[config.mk]
export PLATFORM = sky130hd
export DESIGN_NAME = des_input_loader
export DESIGN_NICKNAME = d
export VERILOG_FILES = /design/src/rtl/des_input_loader.sv
export SDC_FILE = /design/constraint.sdc
export NUM_CORES = 1
export LEC_CHECK = 0
export BUFFER_PORTS_ARGS = -buffer_cell sky130_fd_sc_hd__buf_2
export CORE_ASPECT_RATIO = 0.9
export CORE_MARGIN = 5
export CORE_UTILIZATION = 45
export CTS_BUF_LIST = sky130_fd_sc_hd__clkbuf_8 sky130_fd_sc_hd__clkbuf_16
export DETAILED_ROUTE_END_ITERATION = 16
export PLACE_DENSITY = 0.7
export SKIP_LAST_GASP = 1
export SLEW_MARGIN = 0
export SYNTH_ARGS = -nofsm -noshare
export SYNTH_HDL_FRONTEND = slang
export SYNTH_SLANG_ARGS = --single-unit
export TNS_END_PERCENT = 1
[constraint.sdc]
create_clock -name clk -period 4.1 [get_ports clk]
set_input_delay 0.205 -clock clk [delete_from_list [all_inputs] [get_ports clk]]
set_output_delay 0.205 -clock clk [all_outputs]
set_load 0.005 [all_outputs]
[src/rtl/des_input_loader.sv]
// Byte-serial DES block loader: assembles 64 bits, applies the initial permutation,
// and hands L0/R0 plus the mode bit to the round engine. Double-buffered.
module des_input_loader #(
    parameter bit LSB_FIRST = 1'b0
) (
    input  logic        clk,
    input  logic        reset_n,
    input  logic [7:0]  byte_in,
    input  logic        byte_valid,
    output logic        byte_ready,
    input  logic        mode_in,
    output logic [31:0] L0,
    output logic [31:0] R0,
    output logic        blk_mode,
    output logic        blk_valid,
    input  logic        blk_ready
);

    logic [2:0]  cnt_q, cnt_d;
    logic [63:0] buf_q, buf_d;
    logic        mode_q, mode_d;
    logic        vld_q, vld_d;
    logic [31:0] l0_q, l0_d;
    logic [31:0] r0_q, r0_d;
    logic        bmode_q, bmode_d;

    logic        xfer;
    logic [2:0]  grp;
    logic [63:0] asm_v;
    logic [63:0] ip_out;

    // Only the completing byte can stall: bytes 0-6 of the next block always land
    assign byte_ready = !(cnt_q == 3'd7 && vld_q && !blk_ready);
    assign xfer       = byte_valid && byte_ready;

    // Collect vector bit 63 is DES bit 1; grp selects which byte lane this transfer fills
    assign grp = LSB_FIRST ? cnt_q : 3'd7 - cnt_q;

    always_comb begin
        asm_v = buf_q;
        asm_v[{grp, 3'b000} +: 8] = byte_in;
    end

    // IP wiring: rows 1-4 start at 58,60,62,64 and rows 5-8 at 57,59,61,63, stepping down by 8
    for (genvar i = 0; i < 64; i++) begin : g_ip
        localparam int P = (i < 32) ? 58 + 2 * (i / 8) - 8 * (i % 8)
                                    : 57 + 2 * (i / 8 - 4) - 8 * (i % 8);
        assign ip_out[63 - i] = asm_v[64 - P];
    end

    always_comb begin
        cnt_d   = cnt_q;
        buf_d   = buf_q;
        mode_d  = mode_q;
        vld_d   = vld_q;
        l0_d    = l0_q;
        r0_d    = r0_q;
        bmode_d = bmode_q;

        if (xfer) begin
            buf_d = asm_v;
            cnt_d = 3'(cnt_q + 3'd1);
            if (cnt_q == 3'd0) mode_d = mode_in;
        end

        if (vld_q && blk_ready) vld_d = 1'b0;

        // A completion on the same edge as an accept overrides the clear above
        if (xfer && cnt_q == 3'd7) begin
            vld_d   = 1'b1;
            l0_d    = ip_out[63:32];
            r0_d    = ip_out[31:0];
            bmode_d = mode_q;
        end
    end

    always_ff @(posedge clk) begin
        if (!reset_n) begin
            cnt_q   <= 3'd0;
            buf_q   <= 64'd0;
            mode_q  <= 1'b0;
            vld_q   <= 1'b0;
            l0_q    <= 32'd0;
            r0_q    <= 32'd0;
            bmode_q <= 1'b0;
        end else begin
            cnt_q   <= cnt_d;
            buf_q   <= buf_d;
            mode_q  <= mode_d;
            vld_q   <= vld_d;
            l0_q    <= l0_d;
            r0_q    <= r0_d;
            bmode_q <= bmode_d;
        end
    end

    assign L0        = l0_q;
    assign R0        = r0_q;
    assign blk_mode  = bmode_q;
    assign blk_valid = vld_q;

endmodule

* After elaboration in Yosys (flattened, before gate mapping)
Cells that the tools add are included.
** Storage, ports and cells
- Flip-flop bits (word level) :: 134
- Input bits :: 13
** Operators by class
- Add/subtract/negate cells :: 3
- Equal/unequal tests :: 1
- Shift-type cells :: 2
- Mux-type cells :: 3
- Reduce and logical (&&, ||, !) cells :: 10
** Operators with widths (number)
- bitwise mux 64 bit :: 1
- variable shift 8 x 8 -> 64 bit, first input constant :: 1
- indexed part select 8 x 8 -> 64 bit :: 1
- negator 6 -> 8 bit :: 1
- logical AND 1 bit :: 5
- adder 3 x 1 -> 3 bit, second input constant :: 1
- equality test 3 bit, second input constant :: 1
- zero test 3 bit :: 1
- subtractor 3 bit, first input constant :: 1
- zero test 1 bit :: 2
- two-way mux 1 bit :: 2
- AND reduction 2 bit :: 1
- nonzero test 2 bit :: 1

* Logic depth before layout (Yosys ltp)
Gate-level depths: netlist of run 1.
- Word-level depth :: 7
- Depth in mapped cells :: 9
- Depth with buffers taken out :: 6

* Least setup slack after synthesis of run 1
OpenSTA, ideal clock, no wires.
- Kind :: reg-to-reg
- From :: register cnt_q[0]
- To :: register buf_q[61]
- Data arrival time :: 1.948 ns
- Data required time :: 3.968 ns
- Slack :: 2.020 ns
- Stages on the path, launching flop included :: 9
- Buffers on the path :: 3
- Cell sequence :: dfxtp_1 > buf_6 > inv_1 > ha_1 > buf_4 > or3b_1 > clkbuf_1 > o21ai_0 > a21oi_1
** On the way
- Elaborated cells on any way between the ends :: 10
- Those cells by class :: add/sub: 2; eq/ne: 1; shift: 2; mux: 1; reduce/logical: 4
** RTL lines
- from (decl) :: line 19 : logic [2:0] cnt_q, cnt_d;
- from (signal assigned) :: line 87 : cnt_q <= cnt_d;
- subtractor 3 bit (*) :: line 37 : assign grp = LSB_FIRST ? cnt_q : 3'd7 - cnt_q;
- net grp[0] :: line 28 : logic [2:0] grp;
- negator 6 -> 8 bit (*) :: line 41 : asm_v[{grp, 3'b000} +: 8] = byte_in;
- indexed part select 8 x 8 -> 64 bit / variable shift 8 x 8 -> 64 bit (equally long branches) :: line 41
- bitwise mux 64 bit (*) :: line 41
- to (signal assigned) :: line 88 : buf_q <= buf_d;
- to (decl) :: line 20 : logic [63:0] buf_q, buf_d;
Mark *: on every way through the listed nets, which the timed path passes. The rest lies on a longest branch.
A chain may end at the register's enable or synchronous reset.

* Final worst setup path of run 1
- From :: register cnt_q[0]
- To :: register l0_q[1], in the netlist L0[1]
** On the way
- Longest elaborated chain between the ends :: 6
- Elaborated cells on any way between the ends :: 11
- Those cells by class :: add/sub: 2; eq/ne: 1; shift: 2; mux: 1; reduce/logical: 5
** RTL lines
- branches (longest 6 deep; another with negator 6 -> 8 bit)
- to (signal assigned) :: line 91 : l0_q <= l0_d;
- to (decl) :: line 23 : logic [31:0] l0_q, l0_d;
Several ways; the timed one is not identified.

==> results of run 1 <==
## worst min-delay path: stages
cell and delay (ns):
buf_2 0.10, nand2_1 0.05, mux2i_1 0.06
## power groups by stage
stage | registers (mW) | clock network, mW | logic, mW
2_1_floorplan | 1.35 | 0 | 0.135
3_3_place_gp | 1.35 | 0 | 0.171
3_5_place_dp | 1.36 | 0 | 0.175
4_1_cts | 1.33 | 1.60 | 0.176
5_1_grt | 1.33 | 1.65 | 0.191
6_report | 1.33 | 1.58 | 0.179
## flip-flops by register name, summed over array words and instances, names as in the netlist
| signal | count |
|---|---|
| buf_q | 64 |
| L0 | 32 |
| R0 | 32 |
| cnt_q | 3 |
| blk_mode | 1 |
| blk_valid | 1 |
| mode_q | 1 |
## layout by cell type (no fill, tap or decap), types with 2 or more instances in the layout
cell	instances
dfxtp_1	134
a21oi_1	101
buf_2	79
mux2i_1	65
nand3_1	60
o21ai_0	59
nand2_1	44
a211oi_1	24
clkbuf_16	17
nor3_1	16
buf_4	10
a211oi_2	8
a311oi_1	8
inv_1	4
ha_1	4
bufinv_16	4
clkinv_2	4
clkinvlp_4	3
and3b_1	2
nand4_2	2
nor2b_1	2
nor4b_2	2
nor4_4	2
clkinv_4	2
## synthesized netlist by cell type
cell type	count
nand4b_1	1
nor3_1	16
clkbuf_1	49
nor3b_2	1
a21boi_0	1
o21ai_0	59
inv_1	4
buf_1	4
nand4bb_1	1
a211oi_2	8
clkinv_1	1
buf_6	1
ha_1	4
and2_1	2
nand3_2	1
nand2b_1	2
nand2_1	44
buf_4	6
nor4bb_1	2
dfxtp_1	134
and3b_1	2
nand3_1	60
mux2i_1	65
or3b_1	1
nor2_1	2
buf_2	8
a311oi_1	8
or2_2	1
nor2b_1	2
o21ai_1	1
nor4b_1	2
a21oi_1	101
nor3b_1	1
nor4_4	2
nand3b_2	1
a211oi_1	24
nand4_2	2
## worst max path at each step
stage / from / cells past startpoint / to
after floorplan: cnt_q[0] / 8 / buf_q[61]
after global placement: cnt_q[0] / 5 / buf_q[18]
after detailed placement: cnt_q[0] / 6 / L0[1]
after CTS: cnt_q[0] / 6 / L0[1]
after global routing: cnt_q[0] / 6 / R0[5]
final: cnt_q[0] / 6 / L0[1]
## layer usage
metal	up-vias	routed length (um)	GRT usage
met2	196	7123	0.3385
li1	2342	-	-
met1	2371	7005	0.2886
met3	20	1236	0.04984
met5	-	0	0
met4	0	212	0.06011
## area by class of cell
class                      instances  area [um2]
fill                            1131        5478
sequential                       134        2683
multi-input combinational        417        2679
timing repair buffer              90       490.5
clock buffer                      18       439.2
tap                              160       200.2
clock inverter                    14       183.9
inverter                           5       18.77
## logic make-up after synthesis
family / Yosys count / share of synthesized area
AOI/OAI and AO/OA: 202 / 0.2059
buffers and inverters: 73 / 0.05558
adders and majority gates: 4 / 0.008858
and+or+nand+nor: 146 / 0.1397
muxes: 65 / 0.1151
DFF: 134 / 0.4748
## through the flow
step                hold slack, ns    util
floorplan                   0.3438       -
global placement            0.4442  0.4988
detailed placement          0.4498  0.4988
CTS                        0.06250  0.5500
global route               0.07856  0.5500
finish                     0.07172  0.5500
==> impl_metrics.csv, run 1 <==
group,metric,value,unit
worst_setup_path,cp.arrival,3.29,ns
synthesis,syn-cell-area,5650,um2
hold_path,min-delay-start,"mode_in",
timing,timing.final.ws_setup,1.131,ns
pwr,switchingPower,692.4,uW
cts,post_cts_resized,0,
timing,max_slew_margin,0.1996,
pwr,clkPwrFrac,0.512,
route,wire_per_inst,18.59,um
timing,rsz0062_at_grt,"false",
run_status,outcome,"complete, no violations",
floorplanning,core-area,12170,um2
pwr,intPower,2.397,mW
cts,cts_tree,"done",
cells_and_area,fin_area,6694,um2
timing,fin_crit_sh,0.7243,
pwr,power_frac_seq,0.430,
floorplanning,io_pins,80,
cts,cts_buffers,17,
placement,port_buffers,79,
synthesis,syn_nets,641,
timing,worst_pin_slew,1.198,ns
timing,setup_viol,0,
placement,placed_cells,806,
route,antenna_left,0,
grt,grt_pass1_wl,25.01,mm
timing,skew,0.005195,ns
cells_and_area,finalNonFillerCells,838,
placement,gp_congestion,0.8247,
worst_setup_path,cp_slowest_stage_delay,0.85,ns
synthesis,avgSynthCellArea,9.055,um2
grt,first_global_vias,4709,
timing,fin_crit,2.969,ns
route,routed_wl,15.58,mm
worst_setup_path,reg2reg_to,"L0[1]",
cells_and_area,diodes,0,
synthesis,synth_top_cell_by_area,"dfxtp_1",
timing,hold_viol,0,
cells_and_area,fin_nets,682,
route,drt_iter0_drc,539,
timing,max_freq,336.8,MHz
synthesis,synthTopCellsByArea,"dfxtp_1 47%, mux2i_1 12%, a21oi_1 8.9%, nand3_1 5.3%, o21ai_0 5.2%",
worst_setup_path,crit_path_frequent_cell,"ha_1",
floorplanning,die_h,116.3,um
worst_setup_path,path_delay_family,"simple AND/OR/NAND/NOR gates",
synthesis,ys_ff_latch,134,
floorplanning,row_count,38,
synthesis,synthCells,624,
grt,grt_overflow_total,0,
worst_setup_path,worstReg2RegStart,"cnt_q[0]",
grt,antenna_found_initial,0,
synthesis,yosys_warnings,0,
worst_setup_path,critPathMaxFanout,45,
cts,clock_tree.buffer_depth,2,
timing,timing.setup.tns,0,ns
worst_setup_path,crit_path_end_kind,"flop",
cells_and_area,drive_above_1_share,0.2124,
floorplanning,start_util,0.4642,
cts,htree_levels,4,
worst_setup_path,rrSetupSlack,1.13,ns
cts,insertion_delay,0.40,ns
cts,hold_buffers,0,
pwr,swShare,0.2241,
hold_path,hold_end,"mode_q",
worst_setup_path,ff2ff_path_depth,6,
placement,pre_cts_ws,1.159,ns
flow_run,drv_cap,0,
cells_and_area,syn2layout_area_growth,18.47,%
timing,report.final.slew_viol_count,0,
worst_setup_path,crit_chain,"ha_1 > ha_1 > and2_2 > buf_4 > nand3_1 > a21oi_1",
worst_setup_path,critPathLaunchType,"flop",
worst_setup_path,cp.buffers_inverters,1,
pwr,power,3.090,mW
worst_setup_path,crit_type,"flop to flop",
cts,cts_sinks,134,
pwr,power_density,461.6,nW/um2
route,via_per_inst,5.882,
pwr,ir_drop,0.2597,mV
grt,grt_max_degree,69,
grt,grtUsageTotal,0.2117,
synthesis,ys_types,37,
pwr,power.leakage,2.623,nW
floorplanning,die_w,128.1,um
synthesis,synth_top_area_frac,0.4748,
worst_setup_path,required,4.42,ns
pwr,combPwrFrac,0.058,
cts,clk_pin_slew,0.06,ns
hold_path,min_path_type,"input port to flop",
placement,placed_area,6071,um2
route,num_vias,4929,
cts,cts_root_buf,"clkbuf_16",
worst_setup_path,slowest_stage,"and2_2",
route,drcViolationCount,0,
route,drt_pass1_iterations,7,
floorplanning,die-area,14900,um2
placement,dpl.hpwl,9.805,mm
cts,postCtsSetupBuffers,0,
hold_path,hold_depth,3,
synthesis,ys_seq_area_frac,0.4748,
Power figures use the tool's default switching activity.
==> inputs of run 2 (changes only) <==
--- a/config.mk
+++ b/config.mk
@@ -11,7 +11,7 @@
 export CORE_UTILIZATION = 45
 export CTS_BUF_LIST = sky130_fd_sc_hd__clkbuf_8 sky130_fd_sc_hd__clkbuf_16
 export DETAILED_ROUTE_END_ITERATION = 16
-export PLACE_DENSITY = 0.7
+export PLACE_DENSITY = 0.73
 export SKIP_LAST_GASP = 1
 export SLEW_MARGIN = 0
 export SYNTH_ARGS = -nofsm -noshare
==> constraint.sdc (replaced) <==
create_clock -name clk -period 2.71 [get_ports clk]
set_input_delay 0.1355 -clock clk [delete_from_list [all_inputs] [get_ports clk]]
set_output_delay 0.1355 -clock clk [all_outputs]
set_load 0.005 [all_outputs]
==> impl_metrics.csv, run 2 (synthesized netlist as in run 1, its figures left out) <==
group,metric,value,unit
floorplanning,die_w,128.1,um
grt,grtUsageTotal,0.2075,
grt,grt_pass1_wl,24.50,mm
cells_and_area,fillers,1103,
floorplanning,row_count,38,
cts,post_cts_resized,0,
cells_and_area,diodes,0,
timing,timing.setup.tns,0,ns
placement,gp_congestion,0.8274,
grt,first_global_vias,4687,
placement,pre_cts_ws,0.3892,ns
timing,worst_pin_slew,1.201,ns
cts,htree_levels,4,
timing,fin_crit,2.444,ns
route,routed_wl,15.12,mm
cts,cts_tree,"done",
cells_and_area,finalNonFillerCells,844,
cts,cts_buffers,17,
timing,whs,0.1206,ns
cts,insertion_delay,0.41,ns
worst_setup_path,cp.arrival,2.31,ns
timing,max_freq,409.2,MHz
cts,cts_sinks,134,
cts,cts_root_buf,"clkbuf_16",
grt,grt_overflow_total,0,
worst_setup_path,crit_type,"flop to output pin",
cts,postCtsSetupBuffers,0,
timing,timing.final.ws_setup,0.2663,ns
timing,hold_viol,0,
timing,skew,0.006376,ns
cells_and_area,fin_area,6649,um2
floorplanning,die_h,116.3,um
placement,placed_area,6146,um2
pwr,power_density,636.1,nW/um2
flow_run,drv_cap,0,
floorplanning,io_pins,80,
worst_setup_path,critPathLaunchType,"flop",
cells_and_area,drive_above_1_share,0.2164,
cells_and_area,layout_common_cells,"134 x dfxtp_1, 101 x a21oi_1, 79 x buf_2, 65 x mux2i_1, 60 x nand3_1",
cells_and_area,fin_util,0.5463,
route,num_vias,4958,
timing,setup_viol,0,
worst_setup_path,critPathMaxFanout,12,
pwr,power,4.230,mW
hold_path,min_path_type,"input port to flop",
grt,grt_max_degree,63,
cells_and_area,fin_nets,693,
placement,port_buffers,79,
timing,fin_crit_sh,0.9017,
route,drcViolationCount,0,
timing,rsz0062_at_grt,"false",
pwr,power.leakage,2.629,nW
cells_and_area,largest-register,"buf_q",
floorplanning,die-area,14900,um2
route,wire_per_inst,17.91,um
cells_and_area,largest_register_ffs,64,
worst_setup_path,crit_path_end_kind,"output pin",
route,via_per_inst,5.874,
floorplanning,core-area,12170,um2
cts,clock_tree.buffer_depth,2,
cells_and_area,syn2layout_area_growth,17.67,%
grt,antenna_found_initial,0,
floorplanning,start_util,0.4642,
worst_setup_path,required,2.57,ns
cts,clk_pin_slew,0.05,ns
cells_and_area,final_common_cell,"dfxtp_1",
placement,placed_cells,816,
placement,dpl.hpwl,10.02,mm
timing,max_slew_margin,0.1991,
route,drt_pass1_iterations,6,
route,antenna_left,0,
route,drt_iter0_drc,558,
run_status,outcome,"complete, no violations",
timing,report.final.slew_viol_count,0,
pwr,ir_drop,0.4467,mV
run 2: final cells by class:
type	count	area [um2]	share of cell area
Sequential cell	134	2683	0.4035
Multi-Input combinational cell	417	2679	0.4029
Timing Repair Buffer	101	575.6	0.08656
Clock buffer	19	452.9	0.06812
Tap cell	160	200.2	0.03011
Clock inverter	8	40.04	0.006022
Inverter	5	18.77	0.002823
run 2: power by group:
group          internal [mW]  switching [mW]
Combinational         0.0926           0.193
Sequential              1.99          0.0118
Clock                   1.17           0.768
run 2: timing repair:
item	CTS	global route
hold endpoints to repair	1	0
hold buffers	1	0
setup endpoints to repair	0	0
run 2: path summary, 6_finish.rpt:
| check | start | slack (ns) | cells after the start | to |
|---|---|---|---|---|
| worst max-delay path | cnt_q[1] | 0.27 | 5 | byte_ready |
| worst min register to register | buf_q[0] | 0.46 | 2 | buf_q[0] |
| worst max register to register | cnt_q[1] | 0.29 | 6 | buf_q[32] |
| worst min-delay path | byte_in[6] | 0.12 | 3 | buf_q[46] |
run 2: per-layer routing:
metal | share of wire | track usage | vias up
met5 | 0 | 0 | -
met4 | 0.020 | 0.07638 | 0
met3 | 0.080 | 0.06173 | 29
met2 | 0.44 | 0.3070 | 218
met1 | 0.46 | 0.2876 | 2362
li1 | - | - | 2349
run 2: worst max-delay path: stages (launching register included):
cell and delay [ns]:
dfxtp_1 0.40, ha_1 0.21, ha_1 0.50, and3b_1 0.31, clkinv_1 0.25, buf_2 0.23
==> inputs of run 3 (changes only) <==
--- a/config.mk
+++ b/config.mk
@@ -9,7 +9,7 @@
 export CORE_ASPECT_RATIO = 0.9
 export CORE_MARGIN = 5
 export CORE_UTILIZATION = 45
-export CTS_BUF_LIST = sky130_fd_sc_hd__clkbuf_8 sky130_fd_sc_hd__clkbuf_16
+export CTS_BUF_LIST = sky130_fd_sc_hd__clkbuf_2 sky130_fd_sc_hd__clkbuf_4 sky130_fd_sc_hd__clkbuf_8
 export DETAILED_ROUTE_END_ITERATION = 16
 export PLACE_DENSITY = 0.73
 export SKIP_LAST_GASP = 1
==> constraint.sdc (replaced) <==
create_clock -name clk -period 2 [get_ports clk]
set_input_delay 0.1 -clock clk [delete_from_list [all_inputs] [get_ports clk]]
set_output_delay 0.1 -clock clk [all_outputs]
set_load 0.005 [all_outputs]
==> impl_metrics.csv, run 3 (synthesized netlist as in run 1, its figures left out) <==
group,metric,value,unit
timing,setup_viol,0,
pwr,power_frac_seq,0.474,
worst_setup_path,crit_start,"cnt_q[0]",
timing,worst_pin_slew,0.5516,ns
grt,grt_pass1_wl,25.36,mm
grt,grt_overflow_total,0,
cts,htree_levels,4,
timing,rsz0062_at_grt,"true",
placement,dpl.hpwl,10.27,mm
pwr,ir_drop,0.4467,mV
worst_setup_path,crit_path_end_kind,"output pin",
grt,grt_use_met3,0.06767,
grt,busiest_layer,"met2",
run_status,outcome,"complete, no violations",
route,antenna_left,0,
timing,skew,0.01027,ns
floorplanning,row_count,38,
route,wire_per_inst,18.46,um
cts,insertion_delay,0.44,ns
hold_path,hold_depth,3,
floorplanning,core-area,12170,um2
hold_path,min-delay-start,"byte_in[7]",
timing,report.final.slew_viol_count,0,
pwr,intPower,4.366,mW
route,via_per_inst,5.821,
grt,grt_util_met2,0.3266,
placement,gp_congestion,0.8543,
worst_setup_path,critPathLaunchType,"flop",
cells_and_area,fin_nets,711,
floorplanning,start_util,0.4642,
cells_and_area,drive_above_1_share,0.2705,
pwr,clkPwrFrac,0.446,
worst_setup_path,critPathMaxFanout,5,
timing,fin_crit,1.963,ns
floorplanning,die_h,116.3,um
cells_and_area,final_common_cell,"dfxtp_1",
worst_setup_path,cp.arrival,1.86,ns
cells_and_area,diodes,0,
cts,cts_tree,"done",
timing,fin_crit_sh,0.9815,
flow_run,drv_cap,0,
route,routed_wl,15.99,mm
cells_and_area,largest_register_ffs,64,
worst_setup_path,worstReg2RegStart,"cnt_q[0]",
cells_and_area,largest-register,"buf_q",
route,num_vias,5041,
pwr,switchingPower,1.357,mW
timing,max_slew_margin,0.6323,
route,drt_iter0_drc,470,
pwr,swShare,0.2371,
grt,met1_usage,0.2864,
timing,max_freq,509.4,MHz
timing,hold_viol,0,
pwr,combPwrFrac,0.081,
cells_and_area,finalNonFillerCells,866,
hold_path,min_path_type,"input port to flop",
worst_setup_path,crit_type,"flop to output pin",
cts,cts_buffers,17,
timing,whs,0.04933,ns
grt,antenna_found_initial,0,
cells_and_area,layout_common_cells,"131 x dfxtp_1, 101 x a21oi_1, 80 x buf_2, 62 x mux2i_1, 60 x nand3_1",
pwr,power,5.723,mW
placement,placed_cells,827,
cts,cts_sinks,134,
cells_and_area,syn2layout_area_growth,22.83,%
cts,clk_pin_slew,0.07,ns
floorplanning,io_pins,80,
worst_setup_path,required,1.90,ns
placement,port_buffers,79,
route,drt_pass1_iterations,5,
pwr,power.leakage,2.694,nW
route,drcViolationCount,0,
grt,grtUsageTotal,0.2130,
floorplanning,die_w,128.1,um
pwr,power_density,824.6,nW/um2
grt,first_global_vias,4823,
cts,cts_root_buf,"clkbuf_8",
cts,clock_tree.buffer_depth,2,
worst_setup_path,ff2ff_path_depth,9,
grt,grt_max_degree,61,
floorplanning,die-area,14900,um2
[run 3: metal layers]
metal,vias to the layer above,part of all wire
met5,-,0
met2,192,0.45
met1,2423,0.44
met4,0,0.020
li1,2393,-
met3,33,0.084
[run 3: final cells by class]
type	count	area [um2]
Clock inverter	10	168.9
Multi-Input combinational cell	417	2781
Inverter	5	20.02
Clock buffer	21	289.0
Sequential cell	134	2686
Timing Repair Buffer	119	794.5
Tap cell	160	200.2
Fill cell	1061	5231
[run 3: timing repair]
item                                    CTS  global route
buffers inserted                          0             6
endpoints found under the hold margin     1             0
hold buffers                              1             0
endpoints found under the setup margin   18            29
pin swaps                                 2             3
gates resized for setup                   7            20
gates cloned                              0             1
[run 3: power groups by stage]
stage	clock [mW]	sequential (mW)	combinational [mW]
2_1_floorplan	0	2.77	0.284
3_3_place_gp	0	2.77	0.403
3_5_place_dp	0	2.77	0.410
4_1_cts	2.57	2.71	0.417
5_1_grt	2.69	2.71	0.490
6_report	2.55	2.71	0.462
[run 3: worst max-delay path, cell delays in order (launching register included)]
cell and delay [ns]:
dfxtp_2 0.35, ha_2 0.21, ha_2 0.22, and3b_2 0.24, clkinv_2 0.11, buf_4 0.17
buf_2 0.14
[run 3: worst paths after layout]
check | to | slack [ns]
worst max-delay path | byte_ready | 0.04
worst min-delay path | buf_q[15] | 0.05
worst max register to register | buf_q[4] | 0.05
worst min register to register | buf_q[50] | 0.46
[run 3: stage by stage]
step             util  TNS (ns)  cell area [um2]  setup slack (ns)
3_3_place_gp   0.5191         0             6319           0.06586
6_report       0.5702         0             6940           0.03699
5_1_grt        0.5702   -0.1340             6940          -0.03743
4_1_cts        0.5595  -0.02534             6810          -0.02534
2_1_floorplan       -         0             5667           0.04422
3_5_place_dp   0.5191   -0.1721             6319          -0.03334
